`src/rtl/intr_timer_src.sv`:
```
// Interrupt source for the RV32I PC stage: free-running counter with compare, external
// interrupt sync/edge/pending logic and a small register file. INTR_FRC_64BIT_EN selects 64-bit FRC/CMP.
module intr_timer_src #(
    parameter int unsigned PRESCALE = 1
) (
    input  logic        clk,
    input  logic        rst,
    input  logic        reg_we,
    input  logic        reg_re,
    input  logic [4:2]  reg_adr,
    input  logic [31:0] reg_wdata,
    output logic [31:0] reg_rdata,
    output logic        reg_rvalid,
    input  logic        ext_int_in,
    output logic        g_interrupt,
    output logic        g_interrupt_1shot,
    output logic        frc_cntr_val_leq
);

`ifdef INTR_FRC_64BIT_EN
    localparam int unsigned W = 64;
    localparam logic [2:0] AdrFrcHi = 3'd1;
    localparam logic [2:0] AdrCmpHi = 3'd3;
`else
    localparam int unsigned W = 32;
`endif
    localparam logic [2:0] AdrFrcLo = 3'd0;
    localparam logic [2:0] AdrCmpLo = 3'd2;
    localparam logic [2:0] AdrCtrl  = 3'd4;
    localparam logic [2:0] AdrStat  = 3'd5;
    localparam logic [15:0] PresTc  = 16'(PRESCALE - 1);

    logic [15:0]  presc_q, presc_d;
    logic [W-1:0] frc_q, frc_d;
    logic [W-1:0] cmp_q, cmp_d;
    logic         tmr_en_q, ext_en_q;
    logic         leq_q, leq_d;
    logic         sync1_q, sync2_q, ext_prev_q;
    logic         ext_pend_q, ext_pend_d;
    logic         g_int_q, g_int_d;
    logic         oneshot_q, oneshot_d;
    logic [31:0]  rdata_q, rd_mux;
    logic         rvalid_q;
`ifdef INTR_FRC_64BIT_EN
    logic [31:0]  shadow_q;
    logic         wr_frc_hi, wr_cmp_hi;
`endif
    logic         wr_frc_lo, wr_cmp_lo, wr_ctrl, wr_stat, wr_frc;
    logic         tick, ext_edge;

    always_comb begin
        wr_frc_lo = reg_we && (reg_adr == AdrFrcLo);
        wr_cmp_lo = reg_we && (reg_adr == AdrCmpLo);
        wr_ctrl   = reg_we && (reg_adr == AdrCtrl);
        wr_stat   = reg_we && (reg_adr == AdrStat);
`ifdef INTR_FRC_64BIT_EN
        wr_frc_hi = reg_we && (reg_adr == AdrFrcHi);
        wr_cmp_hi = reg_we && (reg_adr == AdrCmpHi);
        wr_frc    = wr_frc_lo || wr_frc_hi;
`else
        wr_frc    = wr_frc_lo;
`endif
        tick = tmr_en_q && (presc_q == PresTc);
    end

    // A bus write to FRC restarts the prescale period and drops a coincident tick.
    always_comb begin
        presc_d = presc_q + 16'd1;
        if (!tmr_en_q || wr_frc || tick) begin
            presc_d = '0;
        end

        frc_d = frc_q;
        if (wr_frc_lo) begin
            frc_d[31:0] = reg_wdata;
        end
`ifdef INTR_FRC_64BIT_EN
        if (wr_frc_hi) begin
            frc_d[63:32] = reg_wdata;
        end
`endif
        if (!wr_frc && tick) begin
            frc_d = frc_q + W'(1);
        end

        cmp_d = cmp_q;
        if (wr_cmp_lo) begin
            cmp_d[31:0] = reg_wdata;
        end
`ifdef INTR_FRC_64BIT_EN
        if (wr_cmp_hi) begin
            cmp_d[63:32] = reg_wdata;
        end
`endif
        leq_d = tmr_en_q && (cmp_q <= frc_q);
    end

    // A freshly detected edge beats a simultaneous W1C.
    always_comb begin
        ext_edge   = sync2_q && !ext_prev_q;
        ext_pend_d = ext_edge || (ext_pend_q && !(wr_stat && reg_wdata[0]));
        g_int_d    = ext_pend_q && ext_en_q;
        oneshot_d  = g_int_d && !g_int_q;
    end

    always_comb begin
        rd_mux = '0;
        case (reg_adr)
            AdrFrcLo: rd_mux = frc_q[31:0];
            AdrCmpLo: rd_mux = cmp_q[31:0];
            AdrCtrl:  rd_mux = {30'd0, ext_en_q, tmr_en_q};
            AdrStat:  rd_mux = {30'd0, leq_q, ext_pend_q};
`ifdef INTR_FRC_64BIT_EN
            AdrFrcHi: rd_mux = shadow_q;
            AdrCmpHi: rd_mux = cmp_q[63:32];
`endif
            default:  rd_mux = '0;
        endcase
    end

    always_ff @(posedge clk) begin
        if (rst) begin
            presc_q    <= '0;
            frc_q      <= '0;
            cmp_q      <= '0;
            tmr_en_q   <= 1'b0;
            ext_en_q   <= 1'b0;
            leq_q      <= 1'b0;
            sync1_q    <= 1'b0;
            sync2_q    <= 1'b0;
            ext_prev_q <= 1'b0;
            ext_pend_q <= 1'b0;
            g_int_q    <= 1'b0;
            oneshot_q  <= 1'b0;
            rdata_q    <= '0;
            rvalid_q   <= 1'b0;
`ifdef INTR_FRC_64BIT_EN
            shadow_q   <= '0;
`endif
        end else begin
            presc_q    <= presc_d;
            frc_q      <= frc_d;
            cmp_q      <= cmp_d;
            if (wr_ctrl) begin
                tmr_en_q <= reg_wdata[0];
                ext_en_q <= reg_wdata[1];
            end
            leq_q      <= leq_d;
            sync1_q    <= ext_int_in;
            sync2_q    <= sync1_q;
            ext_prev_q <= sync2_q;
            ext_pend_q <= ext_pend_d;
            g_int_q    <= g_int_d;
            oneshot_q  <= oneshot_d;
            rvalid_q   <= reg_re;
            if (reg_re) begin
                rdata_q <= rd_mux;
            end
`ifdef INTR_FRC_64BIT_EN
            if (reg_re && (reg_adr == AdrFrcLo)) begin
                shadow_q <= frc_q[63:32];
            end
`endif
        end
    end

    assign reg_rdata         = rdata_q;
    assign reg_rvalid        = rvalid_q;
    assign g_interrupt       = g_int_q;
    assign g_interrupt_1shot = oneshot_q;
    assign frc_cntr_val_leq  = leq_q;

endmodule

```
`config.mk`:
```
export PLATFORM = sky130hd
export DESIGN_NAME = intr_timer_src
export DESIGN_NICKNAME = d
export VERILOG_FILES = /design/src/rtl/intr_timer_src.sv
export SDC_FILE = /design/constraint.sdc
export NUM_CORES = 1
export LEC_CHECK = 0
export ABC_AREA = 1
export CORE_AREA = 2 2 134 97
export CTS_CLUSTER_SIZE = 40
export DETAILED_ROUTE_END_ITERATION = 8
export DIE_AREA = 0 0 136 99
export GPL_ROUTABILITY_DRIVEN = 0
export GPL_TIMING_DRIVEN = 1
export PLACE_DENSITY = 0.85
export REMOVE_ABC_BUFFERS = 1
export SYNTH_ARGS = -nofsm -noshare
export SYNTH_HDL_FRONTEND = slang
export SYNTH_SLANG_ARGS = --single-unit
export TNS_END_PERCENT = 5
```
`constraint.sdc`:
```
create_clock -name clk -period 2.02 [get_ports clk]
set_input_delay 0.303 -clock clk [delete_from_list [all_inputs] [get_ports clk]]
set_output_delay 0.303 -clock clk [all_outputs]
set_load 0.01 [all_outputs]
```
# Word level (Yosys, flattened, before mapping)
# Index checks and enable logic that the tools add are counted.
# word_totals
inputBits	40
word_cells	47
regBits	122
out_inout_bits	36
# op_classes
n_lt_le_gt_ge	1
mux	3
n_eq_ne	3
n_addsub	2
reduce_logical	24
# op_table
cell	count
32-bit case mux with 4 select lines	1
32-bit 2-to-1 mux	2
32-bit by 1-bit adder with 32-bit output (second input constant)	1
32-bit less-or-equal comparator	1
16-bit by 1-bit adder with 16-bit output (second input constant)	1
16-bit zero test	1
1-bit logical AND	12
3-bit == test (second input constant)	2
1-bit zero test	5
3-bit by 2-bit == test with 1-bit output (second input constant)	1
3-bit zero test	1
1-bit logical OR	3
2-bit nonzero test	1
2-bit OR reduction	1

# Depth between registers and ports, before layout
# Gate-level depths: netlist (run 1).
# logic_depth
ltp_word	6
depth_mapped	14
mapped_depth_nobuf	14

# Worst setup path after synthesis (run 1)
# OpenSTA, ideal clock, no wires.
# synth_timing
path_type	flip-flop to flip-flop
startpoint	register frc_q[0]
endpoint	register frc_q[14]
setup_ns	0.120
synth_period_minus_slack_ns	1.571
t_required_ns	1.900
path_stages_with_launch	10
n_path_buf	0
setup_slack_ns	0.449
arrival_time_ns	1.451
cell_sequence	dfxtp_1 -> ha_1 -> nand2_1 -> nor2_1 -> nand2_1 -> nor2_4 -> nand2_1 -> nor2_1 -> xor2_1 -> a21oi_1
# synth_via
elab_chain_len	2
# synth_rtl
item	line_no	rtl
start: declaration	34	logic [W-1:0] frc_q, frc_d;
start signal: assignment	142	frc_q <= frc_d;
32-bit by 1-bit adder with 32-bit output	83	frc_d = frc_q + W'(1);
32-bit 2-to-1 mux	82	if (!wr_frc && tick) begin
# No other way between the ends.
# A chain may end at the register's enable or synchronous reset.

# Worst setup path after layout (run 1)
# layout_timing
startpoint	register presc_q[0]
endpoint	register frc_q[24]
# layout_via
elab_chain_len	4
elab_cells_between_ends	5
cone_classes	1 x mux; 4 x reduce/logical
# layout_rtl
item	line_no	rtl
start: declaration	33	logic [15:0] presc_q, presc_d;
start signal: assignment	141	presc_q <= presc_d;
16-bit zero test *	63	tick = tmr_en_q && (presc_q == PresTc);
1-bit logical AND *	63	
1-bit logical AND *	82	
32-bit 2-to-1 mux or 2-bit nonzero test (tied branches)	--	
# Mark *: on every way between the ends. The rest lies on a longest branch, timed or not.

==> results of run 1 <==
synth_stat cells, types with 11 or more instances:
cell type	instances
o22ai_1	34
dfxtp_1	122
nand4_1	11
clkbuf_1	24
nor3_1	12
ha_1	35
nand3_1	51
inv_1	119
nor2_1	83
nand2_1	282
o21ai_0	56
a21oi_1	100
flip-flops by register name, summed over array words and instances, names as in the netlist:
signal and count:
frc_q 32, g_interrupt_1shot 1, ext_pend_q 1, frc_cntr_val_leq 1, reg_rvalid 1, presc_q 16, reg_rdata 32, sync1_q 1
g_interrupt 1, ext_en_q 1, cmp_q 32, sync2_q 1, tmr_en_q 1, ext_prev_q 1
critical path, stage by stage, from the launching register on:
cell and delay (ns):
dfxtp_1 0.35, inv_1 0.07, ha_1 0.14, nand4_1 0.11
nor2_2 0.16, nand2_4 0.15, nor2_8 0.35, buf_6 0.19
nand3_1 0.08, nand2_1 0.07, a21oi_1 0.06
per-layer routing:
layer | routed length (um) | vias to the layer above | track usage
li1 | - | 3458 | -
met1 | 8650 | 3156 | 0.410
met2 | 8210 | 321 | 0.458
met3 | 1640 | 37 | 0.0679
met4 | 326 | 0 | 0.0946
met5 | 0 | - | 0
worst paths after layout:
check             slack, ns                     end
setup reg to reg       0.11  frc_q[24]$_SDFFE_PP0P_
setup / recovery       0.11  frc_q[24]$_SDFFE_PP0P_
hold reg to reg        0.40      sync2_q$_SDFF_PP0_
hold / removal         0.40      sync2_q$_SDFF_PP0_
cell usage in the layout, fill, tap and decap left out, types with 2 or more instances in the layout:
| cell type | Yosys | final |
|---|---|---|
| clkinv_2 | 0 | 2 |
| a21oi_1 | 100 | 99 |
| dfxtp_1 | 122 | 122 |
| clkdlybuf4s50_1 | 0 | 74 |
| nand4_1 | 11 | 11 |
| o21bai_1 | 4 | 4 |
| nand2_4 | 2 | 2 |
| or2_2 | 2 | 2 |
| nor3_1 | 12 | 11 |
| nor2_2 | 2 | 3 |
| xor2_1 | 7 | 7 |
| clkinvlp_4 | 0 | 2 |
| nand2_1 | 282 | 281 |
| buf_4 | 1 | 24 |
| inv_6 | 0 | 5 |
| a31oi_1 | 3 | 3 |
| clkbuf_16 | 0 | 17 |
| inv_1 | 119 | 118 |
| clkinv_4 | 0 | 5 |
| inv_2 | 6 | 6 |
| inv_4 | 1 | 2 |
| ha_1 | 35 | 35 |
| nand2_2 | 1 | 2 |
| o22ai_1 | 34 | 34 |
| a21oi_2 | 8 | 9 |
| buf_12 | 0 | 6 |
| nor2_1 | 83 | 82 |
| o21ai_0 | 56 | 56 |
| nor4_1 | 2 | 2 |
| nor3_2 | 2 | 3 |
| nand3_1 | 51 | 50 |
| nor2_4 | 3 | 3 |
| o211ai_2 | 3 | 3 |
| nand3_2 | 4 | 5 |
cell type report:
class | instances | area [um2] | share of cell area
timing repair buffer | 106 | 1060 | 0.125
sequential | 122 | 2440 | 0.289
multi-input combinational | 718 | 3700 | 0.438
tap | 162 | 203 | 0.0240
inverter | 126 | 478 | 0.0566
clock inverter | 15 | 143 | 0.0169
clock buffer | 17 | 425 | 0.0503
cell families after synthesis:
family,Yosys count,share of synthesized area
and+or+nand+nor,463,0.294
AOI/OAI and AO/OA,213,0.174
buffers and inverters,164,0.0986
DFF,122,0.360
adders and majority gates,35,0.0645
xor gates and xnor gates,7,0.00903
power by group:
part	internal (mW)	total, mW	leakage, nW	switching, mW
Clock	1.71	2.92	0.275	1.21
Combinational	0.251	0.616	1.90	0.365
Sequential	2.46	2.50	0.988	0.0401
Total	4.42	6.04	3.16	1.62
per-stage QoR:
stage | hold WS [ns] | setup WS (ns)
CTS | 0.401 | 0.110
global route | 0.422 | -0.00404
detailed placement | 0.397 | 0.0116
floorplan | 0.365 | -0.0821
global placement | 0.396 | 0.0730
finish | 0.402 | 0.114
==> summary.txt, run 1 <==
Status
  – Status: complete, no violations

Routing
  – Post-route ant nets: 0
  – WL final: ~19,000 um
  – DRT iter0 DRCs: approximately 610
  – DRC viols: 0
  – Drt pass-1 iters: 5
  – Vias: between 6,000 and 7,000
  – Via density: around 5.5
  – Mean routed wirelength per cell: approximately 15 um

Clock network
  – CTS root buf: clkbuf_16
  – CTS tree: done
  – Worst-path clk slew: ~0.060 ns
  – Total CTS buffers: 17
  – CTS Hold Bufs: 0
  – Skew-Pair Late Insertion Delay: 0.42 ns
  – Clock sinks: 122
  – # H-tree levels: 4
  – CTS resizes: 0
  – Max Buffers Root-to-Sink: 2
  – Post-CTS Setup Bufs: 0

Timing
  – Final hold viol count: 0
  – Slew @ Worst Pin: roughly 0.67 ns
  – Final cycle utilization of the critical path: 0.944
  – Slew HR: 0.556
  – Final min period: 1.91 ns
  – Final Max Tran Viols: 0
  – Fmax: ~0.52 GHz
  – Final setup skew: 0.00594 ns
  – Total negative slack: 0 ns
  – Setup violators final: 0

Logic synthesis
  – Syn_area_per_cell: 6.76 um2
  – Async S/R FF share, synth: 0
  – Post-Syn Area: 0.00679 mm2
  – Mapped Cells: about 1,000
  – Most area-hungry cell type in the Yosys netlist: dfxtp_1
  – Main area contributors after synthesis: dfxtp_1 36%, nand2_1 16%, a21oi_1 7.4%
  – Post-synth EDFFs: 0
  – Netlist cell types: 42
  – Synthesis-stage register bit count: around 120
  – Synthesis warning total: 0
  – Synth Flop Type: dfxtp_1
  – Post-synth top area share: 0.360
  – Register area share after synthesis: 0.360

Placed design
  – Number of instances in the placed design: ~1,200
  – Port Buffer Count: between 70 and 80
  – Placement Cell Area: around 0.008 mm2
  – DP HPWL: around 13,000 um

Finish
  – Diode count: 0
  – Fin util: 0.695
  – Final cell count without fillers: 1,266
  – Fill count: between 1,000 and 1,500
  – Share of post-route cells with drive strength above 1: 0.0987
  – Nets: 1,166
  – Area grow syn2layout: 24.4%
  – Post-layout instance area: around 0.0085 mm2

Floorplan
  – Placeable Area: ~0.012 mm2
  – Starting Density: 0.558
  – Area of the die: approximately 0.013 mm2
  – # IOs: between 70 and 80
  – Row count: 34
  – Chip width: ~140 um
  – Die Y: between 90 and 100 um

Min path
  – Hold Path Cell Cnt: 2
  – Worst hold path class: flip-flop to flip-flop
  – Worst Min Path Start: sync1_q$_SDFF_PP0_

Global route
  – Pin count of the biggest net entering global routing: between 60 and 70
  – Tot GR Track Use: 0.296
  – First-pass GRT wire length: approximately 32,000 um
  – Vias in the first global route: between 6,000 and 7,000
  – GR Overflow Total: 0
  – Antenna violations before repair: 0

Flow run
  – Max-cap viol count: 0

Worst setup path
  – RR Startpoint: presc_q[0]$_SDFF_PP0_
  – Critical Path End Type: flip-flop
  – Worst R2R Path Depth: 10
  – WP data arrival: around 2.2 ns
  – Critical Path RT: about 2.3 ns
  – Worst setup SP type: flip-flop
  – Crit path launch: presc_q[0]$_SDFF_PP0_
  – WS Path Type: flip-flop to flip-flop
  – Crit Path Max Fanout: 23

Power and ir drop
  – PD cells: about 710 mW/mm2
  – IR Drop Worst-Case VDD: between 0.6 and 0.7 mV
  – Design Power: approximately 6 mW
  – Pleak: around 3.2 nW
Power figures use the tool's default switching activity.
==> run 2, diff against run 1 <==
- ABC_CLOCK_PERIOD_IN_PS: default -> 2020
- CTS_CLUSTER_SIZE: 40 -> default
- TNS_END_PERCENT: 5 -> default
==> summary.txt, run 2 (synthesized netlist as in run 1, its figures left out) <==
Floorplan
  – # IOs: 76 (unchanged)
  – Starting Density: 0.558 (unchanged)
  – Row count: 34 (unchanged)
  – Chip width: 136 um (unchanged)
  – Area of the die: 0.0135 mm2 (unchanged)
  – Placeable Area: 0.0122 mm2 (unchanged)
  – Die Y: 99 um (unchanged)

Finish
  – Fill count: 1,010 (-0.099%)
  – Final cell count without fillers: 1,267 (+0.079%)
  – Fin util: 0.695 (unchanged)
  – Diode count: 0 (unchanged)
  – Leading cell type in the layout, fill and taps excluded: nand2_1
  – Nets: 1,167 (+0.086%)
  – Share of post-route cells with drive strength above 1: 0.0977 (-0.000994)
  – Reg area: 0.00244 mm2 (unchanged)
  – Commonest non-fill, non-tap cells in the layout: 281 x nand2_1, 122 x dfxtp_1, 118 x inv_1
  – Post-layout instance area: 0.00845 mm2 (unchanged)
  – Area grow syn2layout: 24.4% (unchanged)
  – Multi-input logic area: 0.00370 mm2 (unchanged)

Routing
  – Mean routed wirelength per cell: 15.1 um (+1.6%)
  – DRC viols: 0 (unchanged)
  – Via density: 5.55 (+0.75%)
  – DRT iter0 DRCs: 574 (-5.6%)
  – Post-route ant nets: 0 (unchanged)
  – WL final: 19,200 um (+1.7%)
  – Drt pass-1 iters: 5 (unchanged)
  – Vias: 7,030 (+0.83%)

Power and ir drop
  – PD cells: 715 mW/mm2 (about the same)
  – Design Power: 6.05 mW (about the same)
  – Pleak: 3.16 nW (about the same)
  – IR Drop Worst-Case VDD: 0.631 mV (+0.42%)

Worst setup path
  – Critical Path End Type: flip-flop
  – WP data arrival: 2.17 ns (about the same)
  – Worst setup SP type: flip-flop
  – WS Path Type: flip-flop to flip-flop
  – Crit Path Max Fanout: 23 (unchanged)
  – Critical Path RT: 2.29 ns (about the same)

Global route
  – Antenna violations before repair: 0 (unchanged)
  – GR Overflow Total: 0 (unchanged)
  – Tot GR Track Use: 0.296 (unchanged)
  – Pin count of the biggest net entering global routing: 65 (unchanged)
  – First-pass GRT wire length: 31,700 um (unchanged)
  – Vias in the first global route: 6,589 (unchanged)

Timing
  – Final hold viol count: 0 (unchanged)
  – Worst setup margin: 0.119 ns (+0.00583 ns)
  – Fmax: 0.526 GHz (+0.31%)
  – Hold_ws: 0.402 ns (-0.000185 ns)
  – Final Max Tran Viols: 0 (unchanged)
  – Setup violators final: 0 (unchanged)
  – Final cycle utilization of the critical path: 0.941 (-0.00288)
  – Slew HR: 0.547 (-0.00936)
  – Final min period: 1.90 ns (-0.00583 ns)
  – Slew @ Worst Pin: 0.680 ns (+0.0140 ns)
  – Final setup skew: 0.00618 ns (+0.000243 ns)
  – RSZ-0062 raised after global routing: false
  – Total negative slack: 0 ns (unchanged)

Placed design
  – DP HPWL: 13,200 um (unchanged)
  – Pre-CTS setup slack: 0.0116 ns (unchanged)
  – Port Buffer Count: 75 (unchanged)
  – Placement Cell Area: 0.00786 mm2 (unchanged)
  – Number of instances in the placed design: 1,234 (unchanged)

Status
  – Status: complete, no violations

Clock network
  – Skew-Pair Late Insertion Delay: 0.42 ns (about the same)
  – CTS root buf: clkbuf_16
  – CTS tree: done
  – # H-tree levels: 4 (unchanged)
  – Max Buffers Root-to-Sink: 2 (unchanged)
  – Worst-path clk slew: 0.06 ns (about the same)
  – Clock sinks: 122 (unchanged)
  – Total CTS buffers: 17 (unchanged)
  – Post-CTS Setup Bufs: 0 (unchanged)

Min path
  – Worst hold path class: flip-flop to flip-flop

Flow run
  – Max-cap viol count: 0 (unchanged)
[run 2: cell types whose count changed in the layout (fill, tap and decap cells not counted)]
cell,change
nand3_2,+1
nor3_1,+1
nor3_2,-1
nor3b_1,+1
nor3b_2,-1
[run 2: area by class of cell]
class | count | share of cell area
Timing Repair Buffer | 106 | 0.125
Clock inverter | 15 | 0.0169
Multi-Input combinational cell | 719 | 0.438
Inverter | 126 | 0.0566
Sequential cell | 122 | 0.289
Clock buffer | 17 | 0.0503
Tap cell | 162 | 0.0240
[run 2: where the power goes]
group | leakage (nW) | internal [mW] | switching [mW]
Sequential | 0.988 | 2.46 | 0.0402
Clock | 0.275 | 1.71 | 1.21
Combinational | 1.89 | 0.251 | 0.369
Total | 3.16 | 4.42 | 1.62
[run 2: worst max-delay path: stages (launching register included)]
cell	delay (ns)
dfxtp_1	0.35
inv_1	0.07
ha_1	0.14
nand4_1	0.11
nor2_2	0.16
nand2_4	0.15
nor2_8	0.34
buf_6	0.19
nand3_1	0.08
nand2_1	0.07
a21oi_1	0.06
[run 2: path summary, 6_finish.rpt]
kind,slack [ns],cells past startpoint,endpoint,from
max reg2reg,0.12,10,frc_q[24]$_SDFFE_PP0P_,presc_q[0]$_SDFF_PP0_
min reg2reg,0.40,2,sync2_q$_SDFF_PP0_,sync1_q$_SDFF_PP0_
max,0.12,10,frc_q[24]$_SDFFE_PP0P_,presc_q[0]$_SDFF_PP0_
min,0.40,2,sync2_q$_SDFF_PP0_,sync1_q$_SDFF_PP0_
[run 2: routing by layer]
layer,global-route usage,part of all wire,up-vias
met5,0,0,-
met4,0.0946,0.018,0
met3,0.0679,0.089,36
met2,0.458,0.44,350
met1,0.410,0.46,3182
li1,-,-,3462
[run 2: timing repair]
item,CTS,global route
hold buffers,0,0
resized for setup,0,6
endpoints found under the setup margin,0,10
==> run 3, diff against run 2 <==
- ABC_CLOCK_PERIOD_IN_PS: 2020 -> default
==> results of run 3 <==
The final DEF is identical to that of run 2; final timing and power are the same.
